File: src/rtl/interboard_pkg.sv
// interboard_pkg: shared message types, framing helpers and FSM encodings for the interboard hub.
package interboard_pkg;
    localparam logic [2:0] MSG_RST    = 3'd0;
    localparam logic [2:0] MSG_START  = 3'd1;
    localparam logic [2:0] MSG_SELECT = 3'd2;
    localparam logic [2:0] MSG_GUESS  = 3'd3;
    localparam logic [2:0] MSG_WIN    = 3'd4;

    typedef enum logic [2:0] {TX_IDLE, TX_SETUP, TX_REQ, TX_REL, TX_DONE} tx_state_e;
    typedef enum logic [1:0] {RX_IDLE, RX_CAP, RX_WAITLOW} rx_state_e;
    typedef enum logic [1:0] {HUB_OFF, HUB_IDLE, HUB_BUSY} hub_state_e;

    function automatic int payload_w(input int type_w, input int num_w);
        return type_w + num_w;
    endfunction

    function automatic int beats(input int pw, input int dw);
        return (pw + dw - 1) / dw;
    endfunction
endpackage

File: src/rtl/interboard_lane.sv
// interboard_lane: one peer channel with input synchronisers, multi-beat 4-phase TX and RX
// handshakes, a message holding register and per-direction handshake timeouts.
module interboard_lane
    import interboard_pkg::*;
#(
    parameter int DATA_W      = 6,
    parameter int PAYLOAD_W   = 8,
    parameter int BEATS       = 2,
    parameter int TIMEOUT_CYC = 1000000
) (
    input  logic                    clk,
    input  logic                    rst,
    input  logic                    req_i,
    input  logic                    ack_i,
    input  logic [DATA_W-1:0]       data_i,
    output logic                    req_o,
    output logic                    ack_o,
    output logic [DATA_W-1:0]       data_o,
    input  logic                    tx_start_i,
    input  logic                    tx_clr_i,
    input  logic [BEATS*DATA_W-1:0] tx_pay_i,
    output logic                    tx_busy_o,
    input  logic                    rx_clr_i,
    output logic                    rx_pend_o,
    output logic [PAYLOAD_W-1:0]    rx_msg_o,
    output logic                    err_o
);
    localparam int CW = TIMEOUT_CYC > 1 ? $clog2(TIMEOUT_CYC) : 1;
    localparam int BW = BEATS > 1 ? $clog2(BEATS) : 1;
    localparam logic [CW-1:0] CNT_MAX = CW'(TIMEOUT_CYC - 1);
    localparam logic [BW-1:0] LAST = BW'(BEATS - 1);

    logic [1:0]              req_sync_q, ack_sync_q;
    tx_state_e               tx_q, tx_d;
    rx_state_e               rx_q, rx_d;
    logic [BW-1:0]           tx_beat_q, tx_beat_d, rx_beat_q, rx_beat_d;
    logic [DATA_W-1:0]       data_q, data_d;
    logic [BEATS*DATA_W-1:0] buf_q, buf_d;
    logic [PAYLOAD_W-1:0]    hold_q, hold_d;
    logic                    pend_q, pend_d, err_q;
    logic [CW-1:0]           tx_cnt_q, rx_cnt_q;
    logic                    req_s, ack_s, tx_to, rx_to;

    assign req_s     = req_sync_q[1];
    assign ack_s     = ack_sync_q[1];
    assign tx_to     = (tx_q == TX_REQ || tx_q == TX_REL) && tx_cnt_q == CNT_MAX;
    assign rx_to     = rx_q == RX_WAITLOW && rx_cnt_q == CNT_MAX;
    assign req_o     = tx_q == TX_REQ;
    assign ack_o     = rx_q == RX_CAP || rx_q == RX_WAITLOW;
    assign data_o    = data_q;
    assign tx_busy_o = tx_q == TX_SETUP || tx_q == TX_REQ || tx_q == TX_REL;
    assign rx_pend_o = pend_q;
    assign rx_msg_o  = hold_q;
    assign err_o     = err_q;

    always_comb begin
        tx_d      = tx_q;
        tx_beat_d = tx_beat_q;
        data_d    = data_q;
        case (tx_q)
            TX_IDLE: if (tx_start_i) begin
                tx_d      = TX_SETUP;
                tx_beat_d = '0;
                data_d    = tx_pay_i[DATA_W-1:0];
            end
            TX_SETUP: tx_d = TX_REQ;
            TX_REQ: tx_d = tx_to ? TX_IDLE : ack_s ? TX_REL : TX_REQ;
            TX_REL: if (tx_to) tx_d = TX_IDLE;
            else if (!ack_s) begin
                tx_d = tx_beat_q == LAST ? TX_DONE : TX_SETUP;
                if (tx_beat_q != LAST) begin
                    tx_beat_d = tx_beat_q + 1'b1;
                    data_d    = DATA_W'(tx_pay_i >> (DATA_W * (int'(tx_beat_q) + 1)));
                end
            end
            TX_DONE: if (tx_clr_i) tx_d = TX_IDLE;
            default: tx_d = TX_IDLE;
        endcase
    end

    // beat 0 of a new message waits while the previous one is still undelivered
    always_comb begin
        rx_d      = rx_q;
        rx_beat_d = rx_beat_q;
        buf_d     = buf_q;
        hold_d    = hold_q;
        pend_d    = pend_q & ~rx_clr_i;
        case (rx_q)
            RX_IDLE: if (req_s && (rx_beat_q != '0 || !pend_q)) begin
                rx_d = RX_CAP;
                buf_d[int'(rx_beat_q)*DATA_W +: DATA_W] = data_i;
                rx_beat_d = rx_beat_q == LAST ? '0 : rx_beat_q + 1'b1;
                if (rx_beat_q == LAST) begin
                    hold_d = buf_d[PAYLOAD_W-1:0];
                    pend_d = 1'b1;
                end
            end
            RX_CAP: rx_d = RX_WAITLOW;
            RX_WAITLOW: if (rx_to || !req_s) rx_d = RX_IDLE;
            default: rx_d = RX_IDLE;
        endcase
    end

    always_ff @(posedge clk) begin
        if (rst) begin
            req_sync_q <= '0;
            ack_sync_q <= '0;
            tx_q       <= TX_IDLE;
            rx_q       <= RX_IDLE;
            tx_beat_q  <= '0;
            rx_beat_q  <= '0;
            data_q     <= '0;
            buf_q      <= '0;
            hold_q     <= '0;
            pend_q     <= 1'b0;
            err_q      <= 1'b0;
            tx_cnt_q   <= '0;
            rx_cnt_q   <= '0;
        end else begin
            req_sync_q <= {req_sync_q[0], req_i};
            ack_sync_q <= {ack_sync_q[0], ack_i};
            tx_q       <= tx_d;
            rx_q       <= rx_d;
            tx_beat_q  <= tx_beat_d;
            rx_beat_q  <= rx_beat_d;
            data_q     <= data_d;
            buf_q      <= buf_d;
            hold_q     <= hold_d;
            pend_q     <= pend_d;
            err_q      <= err_q | tx_to | rx_to;
            tx_cnt_q   <= tx_d == tx_q ? tx_cnt_q + 1'b1 : '0;
            rx_cnt_q   <= rx_d == rx_q ? rx_cnt_q + 1'b1 : '0;
        end
    end
endmodule

File: src/rtl/interboard_hub.sv
// interboard_hub: game-master hub to N_CH peer boards; parallel multi-beat transmit with
// completion tracking, per-channel reception and round-robin delivery of received messages.
module interboard_hub
    import interboard_pkg::*;
#(
    parameter int                N_CH        = 3,
    parameter int                DATA_W      = 6,
    parameter int                TYPE_W      = 3,
    parameter int                NUM_W       = 5,
    parameter int                TIMEOUT_CYC = 1000000,
    parameter logic [TYPE_W-1:0] RST_TYPE    = TYPE_W'(MSG_RST)
) (
    input  logic                     clk,
    input  logic                     rst,
    input  logic                     tx_valid,
    output logic                     tx_ready,
    input  logic [N_CH-1:0]          tx_mask,
    input  logic [TYPE_W-1:0]        tx_msg_type,
    input  logic [NUM_W-1:0]         tx_number,
    output logic                     tx_done,
    output logic                     rx_en,
    output logic [$clog2(N_CH)-1:0]  rx_src,
    output logic [TYPE_W-1:0]        rx_msg_type,
    output logic [NUM_W-1:0]         rx_number,
    output logic                     rx_rst,
    output logic [N_CH-1:0]          link_err,
    input  logic [N_CH-1:0]          Request_in,
    input  logic [N_CH-1:0]          Ack_in,
    input  logic [N_CH*DATA_W-1:0]   inter_data_in,
    output logic [N_CH-1:0]          Request_out,
    output logic [N_CH-1:0]          Ack_out,
    output logic [N_CH*DATA_W-1:0]   inter_data_out
);
    localparam int PW    = payload_w(TYPE_W, NUM_W);
    localparam int BEATS = beats(PW, DATA_W);
    localparam int PADW  = BEATS * DATA_W;
    localparam int SW    = $clog2(N_CH);

    hub_state_e        st_q, st_d;
    logic [PADW-1:0]   pay_q, pay;
    logic [N_CH-1:0]   busy, pend, gnt_clr;
    logic [PW-1:0]     msg [N_CH];
    logic [SW-1:0]     ptr_q, gnt, rx_src_q;
    logic              gnt_v, accept, rx_en_q, rx_rst_q;
    logic [TYPE_W-1:0] rx_type_q;
    logic [NUM_W-1:0]  rx_num_q;

    assign tx_ready    = st_q == HUB_IDLE;
    assign accept      = tx_valid && tx_ready;
    assign tx_done     = st_q == HUB_BUSY && busy == '0;
    assign pay         = st_q == HUB_IDLE ? PADW'({tx_msg_type, tx_number}) : pay_q;
    assign gnt_clr     = gnt_v ? N_CH'(1) << gnt : '0;
    assign rx_en       = rx_en_q;
    assign rx_src      = rx_src_q;
    assign rx_msg_type = rx_type_q;
    assign rx_number   = rx_num_q;
    assign rx_rst      = rx_rst_q;

    always_comb begin
        st_d = st_q;
        case (st_q)
            HUB_OFF:  st_d = HUB_IDLE;
            HUB_IDLE: if (accept) st_d = HUB_BUSY;
            HUB_BUSY: if (tx_done) st_d = HUB_IDLE;
            default:  st_d = HUB_OFF;
        endcase
    end

    // scan downwards so the pending lane closest after the pointer wins
    always_comb begin
        gnt   = '0;
        gnt_v = 1'b0;
        for (int i = N_CH - 1; i >= 0; i--) begin
            if (pend[(int'(ptr_q) + i) % N_CH]) begin
                gnt   = SW'((int'(ptr_q) + i) % N_CH);
                gnt_v = 1'b1;
            end
        end
    end

    always_ff @(posedge clk) begin
        if (rst) begin
            st_q      <= HUB_OFF;
            pay_q     <= '0;
            ptr_q     <= '0;
            rx_en_q   <= 1'b0;
            rx_rst_q  <= 1'b0;
            rx_src_q  <= '0;
            rx_type_q <= '0;
            rx_num_q  <= '0;
        end else begin
            st_q     <= st_d;
            rx_en_q  <= gnt_v;
            rx_rst_q <= gnt_v && msg[gnt][PW-1 -: TYPE_W] == RST_TYPE;
            if (accept) pay_q <= pay;
            if (gnt_v) begin
                ptr_q     <= gnt == SW'(N_CH - 1) ? '0 : gnt + 1'b1;
                rx_src_q  <= gnt;
                rx_type_q <= msg[gnt][PW-1 -: TYPE_W];
                rx_num_q  <= msg[gnt][NUM_W-1:0];
            end
        end
    end

    for (genvar c = 0; c < N_CH; c++) begin : g_lane
        interboard_lane #(
            .DATA_W     (DATA_W),
            .PAYLOAD_W  (PW),
            .BEATS      (BEATS),
            .TIMEOUT_CYC(TIMEOUT_CYC)
        ) u_lane (
            .clk       (clk),
            .rst       (rst),
            .req_i     (Request_in[c]),
            .ack_i     (Ack_in[c]),
            .data_i    (inter_data_in[c*DATA_W +: DATA_W]),
            .req_o     (Request_out[c]),
            .ack_o     (Ack_out[c]),
            .data_o    (inter_data_out[c*DATA_W +: DATA_W]),
            .tx_start_i(accept && tx_mask[c]),
            .tx_clr_i  (tx_done),
            .tx_pay_i  (pay),
            .tx_busy_o (busy[c]),
            .rx_clr_i  (gnt_clr[c]),
            .rx_pend_o (pend[c]),
            .rx_msg_o  (msg[c]),
            .err_o     (link_err[c])
        );
    end
endmodule

File: config.mk
export PLATFORM = sky130hd
export DESIGN_NAME = interboard_hub
export DESIGN_NICKNAME = d
export VERILOG_FILES = /design/src/rtl/interboard_pkg.sv /design/src/rtl/interboard_lane.sv /design/src/rtl/interboard_hub.sv
export SDC_FILE = /design/constraint.sdc
export NUM_CORES = 1
export LEC_CHECK = 0
export BUFFER_PORTS_ARGS = -buffer_cell sky130_fd_sc_hd__buf_2
export CAP_MARGIN = 0
export CORE_MARGIN = 2
export CORE_UTILIZATION = 40
export DETAILED_ROUTE_END_ITERATION = 7
export PLACE_DENSITY = 0.62
export SLEW_MARGIN = 20
export SYNTH_ARGS = -nofsm -noshare
export SYNTH_HDL_FRONTEND = slang
export SYNTH_SLANG_ARGS = --single-unit
File: constraint.sdc
create_clock -name clk -period 6.8 [get_ports clk]
set_clock_uncertainty 0.2 [all_clocks]
set_input_delay 0.34 -clock clk [delete_from_list [all_inputs] [get_ports clk]]
set_output_delay 0.34 -clock clk [all_outputs]
set_load 0.005 [all_outputs]
* Word level (Yosys, flattened, before mapping)
Index checks and enable logic that the tools add are counted.
** Word-level totals
- Input bits :: 38
- Register bits :: 265
- Logic and storage cells :: 329
- Output and inout bits :: 41
** Cells by class
- Bitwise gates (word level) :: 19
- Mux-type cells :: 102
- Equality and inequality tests :: 47
- Shift operators :: 10
- Magnitude comparators :: 4
- Add/sub/neg operators :: 21
- Div/mod/pow operators :: 3
- Reduce and logical (&&, ||, !) cells :: 70
- Multipliers :: 6
** Operators with widths (number)
- $add 20x1->20 const B :: 6
- $eq 20x20->1 const B :: 6
- $neg 32->33 :: 3
- $shift 6x33->12 const A :: 3
- $shiftx 6x33->12 :: 3
- $lt 32x4->1 const B :: 3
- $mul 3x32->31 const A :: 3
- $shr 12x32->6 :: 3
- $mux 6 :: 12
- $mod 32x3->32 const B :: 2
- $mux 3 :: 19
- $pmux 3 s5 :: 3
- $bwmux 12 :: 3
- $mux 1 :: 36
- $pmux 6 s2 :: 3
- $mod 3x3->32 const B :: 1
- $mux 2 :: 12
- $pmux 2 s3 :: 4
- $ne 2x2->1 const B :: 10
- $eq 3x2->1 const B :: 6
- $logic_or 1x1->1 :: 18
- $bmux 8 s2 :: 1
- $mux 8 :: 2
- $logic_and 1x1->1 :: 15
- 31 further kinds :: 105

* Depth between registers and ports, before layout
Gate-level depths: netlist (run 1).
- Depth after elaboration :: 15
- Depth in mapped cells :: 8
- Mapped depth without buffers :: 7

* By module
From an unflattened synthesis (run 1), not the netlist that was laid out.
** Unflattened totals
- Cell total of the unflattened synthesis :: 1275
- Area, all modules :: 11095.6 um2
** By module, submodules not included
- interboard_lane (g_lane[2].u_lane) :: seq. area each 1461.4 um2, instances 1, cells an instance 370, area each 3219.3 um2
- interboard_lane (g_lane[0].u_lane) :: seq. area each 1461.4 um2, instances 1, cells an instance 365, area each 3175.5 um2
- interboard_lane (g_lane[1].u_lane) :: seq. area each 1461.4 um2, instances 1, cells an instance 362, area each 3173.0 um2
- interboard_hub :: seq. area each 560.5 um2, instances 1, cells an instance 178, area each 1527.7 um2

* Least setup slack after synthesis (run 1)
OpenSTA, ideal clock, no wires.
- Kind :: reg2reg
- Start :: reg ptr_q[0]
- End :: reg rx_rst_q (netlist: rx_rst)
- Required time :: 6.461 ns
- Clock period less this slack :: 2.207 ns
- Library setup time :: 0.139 ns
- Path slack :: 4.593 ns
- Buffers on the path :: 1
- Arrival :: 1.868 ns
- Stages on the path, launching flop included :: 9
- Cells stage by stage :: dfxtp_1 -> inv_1 -> ha_1 -> nor2b_1 -> o21a_1 -> o21a_1 -> buf_2 -> o311ai_0 -> nor4_1
** Between the ends
- Cells in the longest elaborated chain, start to end :: 14
- Elaborated cells between the ends (all ways) :: 26
- Those cells by class :: add/sub: 2; div: 3; mux: 18; bitwise: 1; reduce/logical: 2
** RTL lines
- start, declared :: RTL line interboard_hub.sv:43 : logic [SW-1:0] ptr_q, gnt, rx_src_q;
- start signal, assigned :: RTL line interboard_hub.sv:97 : ptr_q <= gnt == SW'(N_CH - 1) ? '0 : gnt + 1'b1;
- $add 2x2->3 :: RTL line interboard_hub.sv:74, interboard_hub.sv:75
- $mod 32x3->32 :: RTL line interboard_hub.sv:74, interboard_hub.sv:75
- $bmux 1 s2 :: RTL line interboard_hub.sv:74 : if (pend[(int'(ptr_q) + i) % N_CH]) begin
- $mux 1 (implied by the code) (2 in series) :: RTL line interboard_hub.sv:74
- $mux 2 (3 in series) :: RTL line interboard_hub.sv:74
- $not 2->3 (implied by the code) :: RTL line interboard_hub.sv:94 : rx_rst_q <= gnt_v && msg[gnt][PW-1 -: TYPE_W] == RST_TYPE;
- $bmux 8 s2 :: RTL line interboard_hub.sv:94
- $mux 8 (2 in series)
- $logic_not 3->1 :: RTL line interboard_hub.sv:94
- $logic_and 1x1->1 * :: RTL line interboard_hub.sv:94
- end signal, assigned :: RTL line interboard_hub.sv:87 : rx_rst_q <= 1'b0;
- end signal, assigned :: RTL line interboard_hub.sv:94
- end, declared :: RTL line interboard_hub.sv:44 : logic gnt_v, accept, rx_en_q, rx_rst_q;
Every way passes the cells marked *; elsewhere a longest branch is shown, timed or not. The select of a mux whose other input is x is not followed.
A chain may end at the register's enable or synchronous reset.

* Worst setup path after layout (run 1)
- Start :: in tx_valid
- End :: reg g_lane[1].u_lane.tx_cnt_q[1]
** Between the ends
- Cells in the longest elaborated chain, start to end :: 7
** RTL lines
- start, declared :: RTL line interboard_hub.sv:15 : input logic tx_valid,
- $logic_and 1x1->1 :: RTL line interboard_hub.sv:49 : assign accept = tx_valid && tx_ready;
- $logic_and 1x1->1 :: RTL line interboard_hub.sv:120 : .tx_start_i(accept && tx_mask[c]),
- $mux 3 :: RTL line interboard_lane.sv:61 : TX_IDLE: if (tx_start_i) begin
- $pmux 3 s5 :: RTL line interboard_lane.sv:60 : case (tx_q)
- $eq 3x3->1 :: RTL line interboard_lane.sv:131 : tx_cnt_q <= tx_d == tx_q ? tx_cnt_q + 1'b1 : '0;
- $not 1->1 (no source line)
- $reduce_or 2->1 (no source line)
- end signal, assigned :: RTL line interboard_lane.sv:131
- end, declared :: RTL line interboard_lane.sv:41 : logic [CW-1:0] tx_cnt_q, rx_cnt_q;
No other way between the ends.

==> reports/results.txt, run 1 <==
The worst setup path is captured at a register. Global routing consumed, on the met1 layer, 24.6% of the routing resources. The logs give 247 for the clock net sink count and 0 for the remaining routing DRC violations. The logs give 3 for the worst-case clock buffer depth and 77 for the number of different library cells in the post-synthesis netlist. The logs give 0 for the number of setup violations in the final report and 0 for the setup fix buffers added after clock tree synthesis. After detailed routing, the average wire length per cell comes to 14.2 um. The dominant synthesized flop cell is sky130_fd_sc_hd__dfxtp_1. For the worst setup path, the data arrival time is 3.02 ns.

Walking the worst path, the cells encountered are dlygate4sd3_1, buf_2, and3b_1, nand4_1, nand2_1, o32a_1, nor2_1. The wire-length estimate of the detail-placed layout is 17600 um. The worst hold path belongs to the class input pin to register.

In this run, CTS created clock tree buffers numbering 27. For the number of levels the H-tree was split into, the log shows 1. Measured against its own limit, the worst slew margin works out to 36.2%.

The number of cells on the worst reg-to-reg path is 5, and the met3 track demand over resource is 2.84%. The number of buffers added to fix hold violations after cts was 33. For this run, the number of Yosys warnings is 0. The number of nets in the synthesized netlist is 1368. Yosys mapped a number of flops with a built-in enable equal to 0. Sort of element at the start of the critical path: an input pin. The endpoint of the worst-slack reg-to-reg timing path was g_lane[1].u_lane.tx_cnt_q[1]$_SDFF_PP0_. Setup repair after global routing left no endpoint under its margin. For met2 alone, demand over resource in global routing was 27.4%.

On the worst path, the slowest cell contributes a delay of 0.80 ns. Along the worst path, the maximum fanout reaches 20. The logs give 0 for the count of final max-slew check failures and 352 MHz for the highest achievable clock rate. At the end of routability-driven placement, the weighted congestion stood at 0.821. Overall track demand over capacity in global routing: 17.4%. The worst path in the final design needs a cycle of 2.84 ns, including I/O delays and setup. Row generation in the floorplan step produced 61 rows.

The run gives 47.2% as the core occupancy in the finished layout. The post-route fraction of the period consumed by the critical path was 41.8%. Gates resized during post-CTS repair numbered 0. Across all hold checks on the routed design, the worst slack comes to 0.0367 ns.

Global routing finished with a remaining overflow of 0. The tools report the number of vias in the routed layout as 9188. The slowest stage of the critical path belongs to the cell sky130_fd_sc_hd__o32a_1.

The run finished with clean final reports. Adding up every negative setup slack in the final design gives 0 ns. In the synthesized netlist the async set-or-reset flop fraction comes to 0%. In the layout the commonest cells are sky130_fd_sc_hd__dfxtp_1 (247), sky130_fd_sc_hd__nor2_1 (163), sky130_fd_sc_hd__nand2_1 (138), sky130_fd_sc_hd__nor3_1 (78), sky130_fd_sc_hd__buf_2 (77).

The antenna diode instance count was 0; the violation count after the first detailed-route iteration was 583. For this design the ratio of total power to cell area is 244 nW/um2. Leaving out fill and tap cells, the most frequent cell in the layout is sky130_fd_sc_hd__dfxtp_1. The critical path starts at tx_valid. Register bit count reported by yosys: 247. The initial utilization of the core area, before any placement, comes to 40.6%.

Peak-usage layer in the global routing report: met2. The run gives 43.8% as the portion of the post-synthesis area used by sequential elements. The last element of the critical path was g_lane[1].u_lane.tx_cnt_q[1]$_SDFF_PP0_.

In the final layout, the multi-input gates occupy 5810 um2. Wires add up to 25300 um. The number of buffer cells added on primary ports came out at 78.

The leakage power came out at 4.78 nW. The worst vdd rail ir drop was 0.171 mV. Relative to the synthesized area, the layout overhead comes to 16.2%. In the final layout, the share of cells above drive strength 1 is 11.6%. The run gives 86 as the largest net degree at the start of global routing. The worst setup path is of the input pin to register kind.

At the pin with the least slew margin, the transition time is 0.956 ns. The tools report the root buffer cell as sky130_fd_sc_hd__clkbuf_16. The area inside the core boundary was 27800 um2; the average size of a mapped cell was 8.61 um2. The synthesized design devotes to its leading area cell type 43.8% of total area. The required time at the worst-slack endpoint came out at 6.98 ns. The width of the die is 172 um, and the summed area of non-filler cells in the final layout is 13100 um2. The later pin in the worst-skew pair is clocked with a latency of 0.53 ns. Summing every instance area after synthesis gives 11300 um2. The number of failing hold endpoints at the final stage was 0; the post-place instance area was 11900 um2.

The net count reported at finish was 1448; the max-capacitance violation count was 0. The logs give 8612 for the via count of the first global-routing pass and 29600 um2 for the area of the die. sky130_fd_sc_hd__dfxtp_1 takes more of the synthesized area than any other cell. The iteration count of the initial detailed-routing pass was 5; the number of instances in the synthesized netlist was 1310. The number of ports placed on the die boundary was 79; the number of vias per cell was 5.14.

TritonCTS built the clock tree. In this run the critical register-to-register path is launched from st_q[0]$_SDFFE_PP0P_. After filler insertion, the fill cell instance count of the layout stands at 2769. The number of antenna violations at the first check in global routing was 1. For flop-to-flop paths, the worst setup slack is 4.01 ns. The first-pass GRT wire length was 42900 um; the clock-pin slew reported for the worst setup and hold paths after clock tree synthesis was 0.06 ns. For the remaining number of nets flagged by the antenna check after routing, the log shows 0. In the post-synthesis netlist, the biggest area contributors are sky130_fd_sc_hd__dfxtp_1 (44%), sky130_fd_sc_hd__xnor2_1 (5.5%), sky130_fd_sc_hd__nor2_1 (5.4%). The sequential cells in the finished layout cover a total of 4940 um2. From bottom edge to top edge, the die measures 172 um.
[sequential cells by signal, indices dropped and copies added, names as in the netlist, 9 cells and up]
signal	count
g_lane.u_lane.tx_q	9
g_lane.u_lane.rx_cnt_q	60
g_lane.u_lane.rx_msg_o	24
g_lane.u_lane.data_o	18
g_lane.u_lane.buf_q	18
g_lane.u_lane.tx_cnt_q	60
pay_q	12
[how the worst min path moves through the flow]
stage | start | end | slack (ns) | cells after the start
2_1_floorplan | g_lane[0].u_lane.tx_cnt_q[0]$_SDFF_PP0_ | g_lane[0].u_lane.tx_cnt_q[0]$_SDFF_PP0_ | 0.21 | 1
3_3_place_gp | g_lane[0].u_lane.ack_sync_q[0]$_SDFF_PP0_ | g_lane[0].u_lane.ack_sync_q[1]$_SDFF_PP0_ | 0.22 | 1
3_5_place_dp | g_lane[0].u_lane.req_sync_q[0]$_SDFF_PP0_ | g_lane[0].u_lane.req_sync_q[1]$_SDFF_PP0_ | 0.22 | 1
4_1_cts | rst | st_q[1]$_SDFFE_PP0P_ | 0.02 | 2
5_1_grt | rst | g_lane[1].u_lane.req_sync_q[0]$_SDFF_PP0_ | 0.05 | 2
6_report | rst | g_lane[1].u_lane.req_sync_q[0]$_SDFF_PP0_ | 0.04 | 2
[metrics by stage]
stage	setup slack (ns)	total power, mW	std cells
2_1_floorplan	4.59	1.69	1310
3_3_place_gp	4.03	1.75	1706
3_5_place_dp	3.95	1.75	1706
4_1_cts	3.95	3.25	1788
5_1_grt	3.70	3.34	1788
6_report	3.96	3.21	1788
[worst max-delay path, delay by kind of cell]
family	cells	cell delay (ns)
compound gates	1	0.80
buf+inv	2	0.66
simple gates	4	1.22
[cells in the mapped netlist, drive strengths merged, types with 16 or more instances]
cell type  number
mux2i          28
xnor2          71
inv            51
nand4          32
nor3           79
nor2          163
nand2         138
dfxtp         247
o21ai          16
ha             20
buf            36
clkbuf         33
xor2           37
a21oi          65
nand3          51
and3           28
nor2b          25
[logic make-up (layout without fill, tap and decap cells)]
family | after synthesis | count (layout) | share of synthesized area, %
compound gates | 181 | 181 | 11.0
xor+xnor | 108 | 108 | 8.38
fa+ha+maj | 21 | 21 | 2.31
buf+inv | 120 | 220 | 4.72
flops | 247 | 247 | 43.8
mux | 32 | 32 | 2.88
simple gates | 601 | 601 | 26.8
[routing by layer]
metal | up-vias | wire length, um
met5 | - | 13
met4 | 2 | 686
met3 | 44 | 1060
met2 | 169 | 11300
met1 | 4273 | 12300
li1 | 4700 | -
[final cells by class]
| type | instances | area share (%) |
|---|---|---|
| clock buffers | 40 | 6.13 |
| clock inverters | 9 | 0.754 |
| inverters | 51 | 1.46 |
| multi-input cells | 943 | 44.3 |
| flip-flops and latches | 247 | 37.7 |
| well taps | 378 | 3.61 |
| repair buffers | 120 | 6.03 |
[power breakdown]
group | total [mW] | switching, mW | internal (mW)
combinational | 0.226 | 0.132 | 0.0933
clock | 1.47 | 0.581 | 0.889
sequential | 1.51 | 0.0268 | 1.48
No activity file was read; power rests on OpenSTA's default activity.
==> run 2, diff against run 1 <==
==> constraint.sdc (replaced) <==
create_clock -name clk -period 2.7 [get_ports clk]
set_clock_uncertainty 0.2 [all_clocks]
set_input_delay 0.135 -clock clk [delete_from_list [all_inputs] [get_ports clk]]
set_output_delay 0.135 -clock clk [all_outputs]
set_load 0.005 [all_outputs]
==> run 2 against run 1 <==
Effect of this change: routed wire length increased by 0.52%; critical endpoint is now g_lane[0].u_lane.rx_pend_o$_SDFF_PP0_; highest routed layer unchanged; via count grew 0.91%; worst hold slack better by 0.10 ns; register-to-register slack worse by 3.8 ns.
==> reports/results.txt, run 2 (same netlist as run 1, synthesis figures left out) <==
Via count of the first global-routing pass: 8659 (was 8612). Overall track demand over capacity in global routing: 17.3% (was 17.4%). The slew at the pin closest to its max-slew limit came out at 0.695 ns (was 0.956 ns).

The footprint of the flip-flops and latches came out at 4940 um2 (unchanged). The max-capacitance violation count was 0 (unchanged). The core occupancy in the finished layout was 48.1% (was 47.2%); the post-place instance area was 12000 um2 (was 11900 um2).

Number of setup violations in the final report: 0 (unchanged). The tools report the clock buffer count from CTS as 27 (unchanged). The tools report the root buffer cell as sky130_fd_sc_hd__clkbuf_16 (unchanged). The run gives 8.27 mW (was 3.21 mW) as the total power. The number of buffer cells added on primary ports came out at 78 (unchanged). The tools report the max-slew headroom at the worst pin as 53.4% (was 36.2%). The violation count after the first detailed-route iteration is 610 (was 583), and the filler cell count is 2683 (was 2769). The first-pass GRT wire length is 42600 um (was 42900 um), and the weighted congestion reported at the end of routability-driven placement is 0.855 (was 0.821). The starting density of the core was 40.6% (unchanged); the number of ports placed on the die boundary was 79 (unchanged). Detail-routed net length per standard cell: 14.1 um (was 14.2 um). The number of non-filler instances in the completed layout was 1811 (was 1788); the hold slack was 0.138 ns (was 0.0367 ns). The area of combinational cells with multiple inputs came out at 5820 um2 (was 5810 um2).

The logs give 13400 um2 (was 13100 um2) for the summed area of non-filler cells in the final layout and 17500 um (was 17600 um) for the total half-perimeter wirelength after legalization and detailed placement. The area overhead of the layout relative to synthesis is 18.6% (was 16.2%). The sort of element at the start of the critical path was a register (was an input pin). The largest net degree at the start of global routing came out at 70 (was 86). The run finished with clean final reports. The class of the worst hold path is input pin to register (unchanged). The number of placement rows is 61 (unchanged), and the worst-case clock buffer depth is 3 (unchanged).

Most common cell after layout, fill and taps aside: sky130_fd_sc_hd__dfxtp_1 (unchanged). The clock net sink count is 247 (unchanged). The worst path setup slack after routing is 0.176 ns (was 3.96 ns), and the met2 demand-to-capacity share in global routing is 28.0% (was 27.4%). The area inside the core boundary was 27800 um2 (unchanged); the placed instance count was 1716 (was 1706).

Worst vdd rail ir drop: 0.481 mV (was 0.171 mV). The minimum period implied by the final worst setup slack works out to 2.52 ns. The overflow left after global routing is 0 (unchanged), and the number of vias in the routed layout is 9272 (was 9188). The logs give 0 ns (unchanged) for the setup TNS and 5 (unchanged) for the iteration count of the initial detailed-routing pass. The run gives 1 (unchanged) as the number of levels the H-tree was split into. Setup repair after global routing left no endpoint under its margin. The run gives 24.0% (was 24.6%) as the met1 capacity usage during global routing.

Highest-count cells in the layout ignoring fill and taps: sky130_fd_sc_hd__dfxtp_1 (247), sky130_fd_sc_hd__nor2_1 (163), sky130_fd_sc_hd__nand2_1 (138), sky130_fd_sc_hd__nor3_1 (78), sky130_fd_sc_hd__buf_2 (77) (unchanged). Maximum fanout count along the critical path: 8 (was 20). For the count of final max-slew check failures, the log shows 0 (unchanged). The run gives 25500 um (was 25300 um) as the detailed-route wire length. The minimum setup slack after placement is 0.205 ns (was 3.95 ns), and the clock-pin slew reported for the worst setup and hold paths after clock tree synthesis is 0.06 ns (about the same).

The post-route fraction of the period consumed by the critical path is 93.5%, and the remaining number of nets flagged by the antenna check after routing is 0 (unchanged). The required time at the worst-slack endpoint is 2.90 ns (was 6.98 ns). Share of post-route cells with drive strength above 1: 12.4% (was 11.6%). The antenna diode instance count is 0 (unchanged). The power per cell area works out to 618 nW/um2 (was 244 nW/um2). The number of vias per cell is 5.12 (was 5.14). The vertical extent of the die came out at 172 um (unchanged).

The logs give 0.54 ns (was 0.53 ns) for the clock latency of the later-clocked register in the worst-skew pair and 1 (unchanged) for the number of antenna violations at the first check in global routing. Leakage power: 4.92 nW (was 4.78 nW). TritonCTS built the clock tree. The endpoint type of the worst setup path was a register (unchanged). The path type of the worst setup path is register to register (was input pin to register). The run gives 2.95% (was 2.84%) as the met3 track demand over resource. Peak-usage layer in the global routing report: met2 (unchanged).

The width of the die was 172 um (unchanged); the remaining routing DRC violations was 0 (unchanged). The area of the die is 29600 um2 (unchanged). The logs give 0 (unchanged) for the number of failing hold endpoints at the final stage and 1471 (was 1448) for the net count reported at finish. Derived from the worst setup path, the maximum achievable clock frequency is 396 MHz. The tools report the data arrival time at the worst-slack endpoint as 2.73 ns (was 3.02 ns).
[run 2: cell count changes in the layout (fill, tap and decap cells not counted), sizes merged]
cell,before,now
dlygate4sd3,33,46
buf,87,97
clkbuf,40,35
clkinvlp,0,4
bufinv,2,4
clkinv,7,5
inv,51,52
[run 2: worst paths after layout]
path | start | depth (start not counted) | slack, ns | to
max | ptr_q[0]$_SDFFE_PP0P_ | 8 | 0.18 | g_lane[0].u_lane.rx_pend_o$_SDFF_PP0_
min | Request_in[0] | 3 | 0.14 | g_lane[0].u_lane.req_sync_q[0]$_SDFF_PP0_
max reg2reg | ptr_q[0]$_SDFFE_PP0P_ | 8 | 0.18 | g_lane[0].u_lane.rx_pend_o$_SDFF_PP0_
min reg2reg | g_lane[0].u_lane.tx_cnt_q[0]$_SDFF_PP0_ | 1 | 0.24 | g_lane[0].u_lane.tx_cnt_q[0]$_SDFF_PP0_
[run 2: layout make-up]
cell class	count	share of cell area, %
Sequential cell	247	37.0
Multi-Input combinational cell	943	43.5
Inverter	51	1.43
Clock inverter	14	1.40
Tap cell	378	3.54
Clock buffer	35	5.65
Timing Repair Buffer	143	7.54
[run 2: worst max-delay path, cell delays in order, from the launching register on]
cell,delay (ns)
sky130_fd_sc_hd__dfxtp_1,0.36
sky130_fd_sc_hd__inv_1,0.05
sky130_fd_sc_hd__ha_1,0.38
sky130_fd_sc_hd__maj3_1,0.36
sky130_fd_sc_hd__a21oi_1,0.18
sky130_fd_sc_hd__o21ai_0,0.27
sky130_fd_sc_hd__buf_4,0.27
sky130_fd_sc_hd__o31ai_1,0.22
sky130_fd_sc_hd__a21oi_1,0.10
[run 2: power breakdown]
part	internal [mW]	switching (mW)	leakage, nW
logic	0.260	0.338	2.46
registers	3.73	0.0682	2.00
clock network	2.36	1.51	0.454
[run 2: repair_timing]
action	4_1_cts	5_1_grt
buffers inserted	0	0
gates resized for setup	0	3
setup endpoints to repair	0	3
endpoints found under the hold margin	60	0
hold buffers	46	0
[run 2: layer usage]
metal	share of wire [%]	routed length [um]
met5	0.051	13
met4	2.4	619
met3	4.3	1080
met2	44	11300
met1	49	12400
==> run 3, diff against run 2 <==
--- a/config.mk
+++ b/config.mk
@@ -11,6 +11,7 @@
 export CORE_UTILIZATION = 40
 export DETAILED_ROUTE_END_ITERATION = 7
 export PLACE_DENSITY = 0.62
+export RECOVER_POWER = 25
 export SLEW_MARGIN = 20
 export SYNTH_ARGS = -nofsm -noshare
 export SYNTH_HDL_FRONTEND = slang
==> run 3 against run 2 <==
Effect of this change: cell area fell by 0.34%; routed wire length hardly changed; sequential share of layout area increased by 0.13 points; core utilization fell by 0.16 points; non-clock buffer count unchanged; first-iteration DRC count rose by 8.2%; setup slack is essentially flat; die area unchanged; clock-buffer cell count stayed put; clock power about the same; sequential cell count stayed put; register-to-register slack is essentially flat.
==> reports/results.txt, run 3 (same netlist as run 1, synthesis figures left out) <==
The flow ran to the end, and the final reports show no timing, DRC or antenna violations. The class of the worst hold path was input pin to register (unchanged). For the number of non-filler instances in the completed layout, the log shows 1811 (unchanged). The clock-pin slew reported for the worst setup and hold paths after clock tree synthesis is 0.06 ns (about the same).

The root buffer cell is sky130_fd_sc_hd__clkbuf_16 (unchanged). The area inside the core boundary was 27800 um2 (unchanged); the number of setup violations in the final report was 0 (unchanged). The tools report the worst hold path startpoint as Request_in[0] (unchanged).

The run gives 13300 um2 (was 13400 um2) as the summed area of non-filler cells in the final layout. The count of final max-slew check failures is 0 (unchanged), and the number of vias per cell is 5.12 (about the same). For the clock net sink count, the log shows 247 (unchanged). The core occupancy in the finished layout came out at 48.0% (was 48.1%). The run gives 0.176 ns (about the same) as the worst path setup slack after routing. The number of antenna violations at the first check in global routing came out at 1 (unchanged). The share of post-route cells with drive strength above 1 is 10.1% (was 12.4%), and the detail-routed net length per standard cell is 14.1 um (about the same). The overflow left after global routing is 0 (unchanged), and the clock latency of the later-clocked register in the worst-skew pair is 0.53 ns (was 0.54 ns). The post-route fraction of the period consumed by the critical path was 93.5% (about the same). For the number of failing hold endpoints at the final stage, the log shows 0 (unchanged).

The starting density of the core came out at 40.6% (unchanged). The number of cells on the worst reg-to-reg path was 8 (unchanged); the slew at the pin closest to its max-slew limit was 1.15 ns (was 0.695 ns). The number of levels the H-tree was split into is 1 (unchanged), and the iteration count of the initial detailed-routing pass is 5 (unchanged).

The tools report the number of ports placed on the die boundary as 79 (unchanged). The timing startpoint of the critical path is ptr_q[0]$_SDFFE_PP0P_ (unchanged). The area overhead of the layout relative to synthesis was 18.2% (was 18.6%); the vertical extent of the die was 172 um (unchanged). The remaining routing DRC violations was 0 (unchanged); the number of buffer cells added on primary ports was 78 (unchanged). Overall track demand over capacity in global routing: 17.3% (unchanged). The tools report the clock buffer count from CTS as 27 (unchanged).

The first-pass GRT wire length is 42600 um (unchanged), and the minimum period implied by the final worst setup slack is 2.52 ns (about the same). The tools report the number of vias in the routed layout as 9273 (was 9272). Total power: 8.26 mW (was 8.27 mW).

The tools report the total half-perimeter wirelength after legalization and detailed placement as 17500 um (unchanged). The most common cell after layout, fill and taps aside is sky130_fd_sc_hd__dfxtp_1 (unchanged). The width of the die is 172 um (unchanged), and the highest achievable clock rate is 396 MHz (about the same).

The logs give 4.78 nW (was 4.92 nW) for the leakage power and 2708 (was 2683) for the filler cell count. The violation count after the first detailed-route iteration came out at 660 (was 610). The area of the die came out at 29600 um2 (unchanged). The tools report the endpoint type of the worst setup path as a register (unchanged). The power per cell area was 620 nW/um2 (was 618 nW/um2); the number of cells on the worst hold path was 3 (unchanged). The hold slack is 0.140 ns (was 0.138 ns), and the maximum fanout count along the critical path is 8 (unchanged). The worst-case clock buffer depth came out at 3 (unchanged). The logs give 25400 um (was 25500 um) for the detailed-route wire length and 8659 (unchanged) for the via count of the first global-routing pass. The run gives 0 (unchanged) as the remaining number of nets flagged by the antenna check after routing. Highest-count cells in the layout ignoring fill and taps: sky130_fd_sc_hd__dfxtp_1 (247), sky130_fd_sc_hd__nor2_1 (163), sky130_fd_sc_hd__nand2_1 (138), sky130_fd_sc_hd__nor3_1 (78), sky130_fd_sc_hd__xnor2_1 (71) (was sky130_fd_sc_hd__dfxtp_1 (247), sky130_fd_sc_hd__nor2_1 (163), sky130_fd_sc_hd__nand2_1 (138), sky130_fd_sc_hd__nor3_1 (78), sky130_fd_sc_hd__buf_2 (77)). Minimum setup slack after placement: 0.205 ns (unchanged). The run gives 0 (unchanged) as the max-capacitance violation count. Sort of element at the start of the critical path: a register (unchanged). The tools report the data arrival time at the worst-slack endpoint as 2.73 ns (about the same). The path type of the worst setup path is register to register (unchanged). The largest net degree at the start of global routing is 70 (unchanged). The worst vdd rail ir drop is 0.484 mV (was 0.481 mV).

The logs give 2.90 ns (about the same) for the required time at the worst-slack endpoint and 0 (unchanged) for the antenna diode instance count. Post-place instance area: 12000 um2 (unchanged). The setup TNS came out at 0 ns (unchanged).

Setup repair after global routing left no endpoint under its margin. The net count reported at finish came out at 1471 (unchanged). The tools report the placed instance count as 1716 (unchanged).

For the number of placement rows, the log shows 61 (unchanged). TritonCTS built the clock tree. For the max-slew headroom at the worst pin, the log shows 23.6% (was 53.4%). The launching point of the worst reg2reg path was ptr_q[0]$_SDFFE_PP0P_ (unchanged). The weighted congestion reported at the end of routability-driven placement came out at 0.855 (unchanged).
## run 3: cell types whose count changed in the layout (fill, tap and decap cells not counted)
| cell | previous run | this run |
|---|---|---|
| sky130_fd_sc_hd__buf_2 | 77 | 47 |
| sky130_fd_sc_hd__buf_4 | 19 | 17 |
| sky130_fd_sc_hd__clkbuf_1 | 3 | 35 |
## run 3: where the power goes
| group | switching, mW | internal (mW) | leakage (nW) | total (mW) |
|---|---|---|---|---|
| Sequential | 0.0689 | 3.73 | 2.00 | 3.80 |
| Combinational | 0.338 | 0.255 | 2.33 | 0.592 |
| Clock | 1.51 | 2.36 | 0.454 | 3.87 |
| Total | 1.92 | 6.34 | 4.78 | 8.26 |
## run 3: final cells by class
cell class / instances / area (um2) / area share (%)
Tap cell: 378 / 473 / 3.55
Inverter: 51 / 191 / 1.44
Multi-Input combinational cell: 943 / 5820 / 43.6
Clock inverter: 14 / 188 / 1.41
Clock buffer: 35 / 756 / 5.67
Timing Repair Buffer: 143 / 963 / 7.23
Sequential cell: 247 / 4940 / 37.1
## run 3: worst max-delay path, stage by stage (launching register included)
cell	delay, ns
sky130_fd_sc_hd__dfxtp_1	0.36
sky130_fd_sc_hd__inv_1	0.05
sky130_fd_sc_hd__ha_1	0.38
sky130_fd_sc_hd__maj3_1	0.36
sky130_fd_sc_hd__a21oi_1	0.18
sky130_fd_sc_hd__o21ai_0	0.27
sky130_fd_sc_hd__buf_4	0.27
sky130_fd_sc_hd__o31ai_1	0.22
sky130_fd_sc_hd__a21oi_1	0.10
## run 3: final timing paths
check | endpoint | slack, ns
max | g_lane[0].u_lane.rx_pend_o$_SDFF_PP0_ | 0.18
min | g_lane[0].u_lane.req_sync_q[0]$_SDFF_PP0_ | 0.14
min reg2reg | g_lane[0].u_lane.tx_cnt_q[0]$_SDFF_PP0_ | 0.24
max reg2reg | g_lane[0].u_lane.rx_pend_o$_SDFF_PP0_ | 0.18
## run 3: what timing repair did
action,4_1_cts,5_1_grt
gates resized for setup,0,3
hold buffers,46,0
buffers inserted,0,0
endpoints found under the setup margin,0,3
hold endpoints to repair,60,0
## run 3: routing by layer
metal / up-vias / track usage, % / part of all wire, %
li1: 4755 / - / -
met5: - / 0 / 0.051
met3: 46 / 2.95 / 4.2
met1: 4304 / 24.0 / 49
met2: 166 / 28.0 / 45
met4: 2 / 4.46 / 2.4
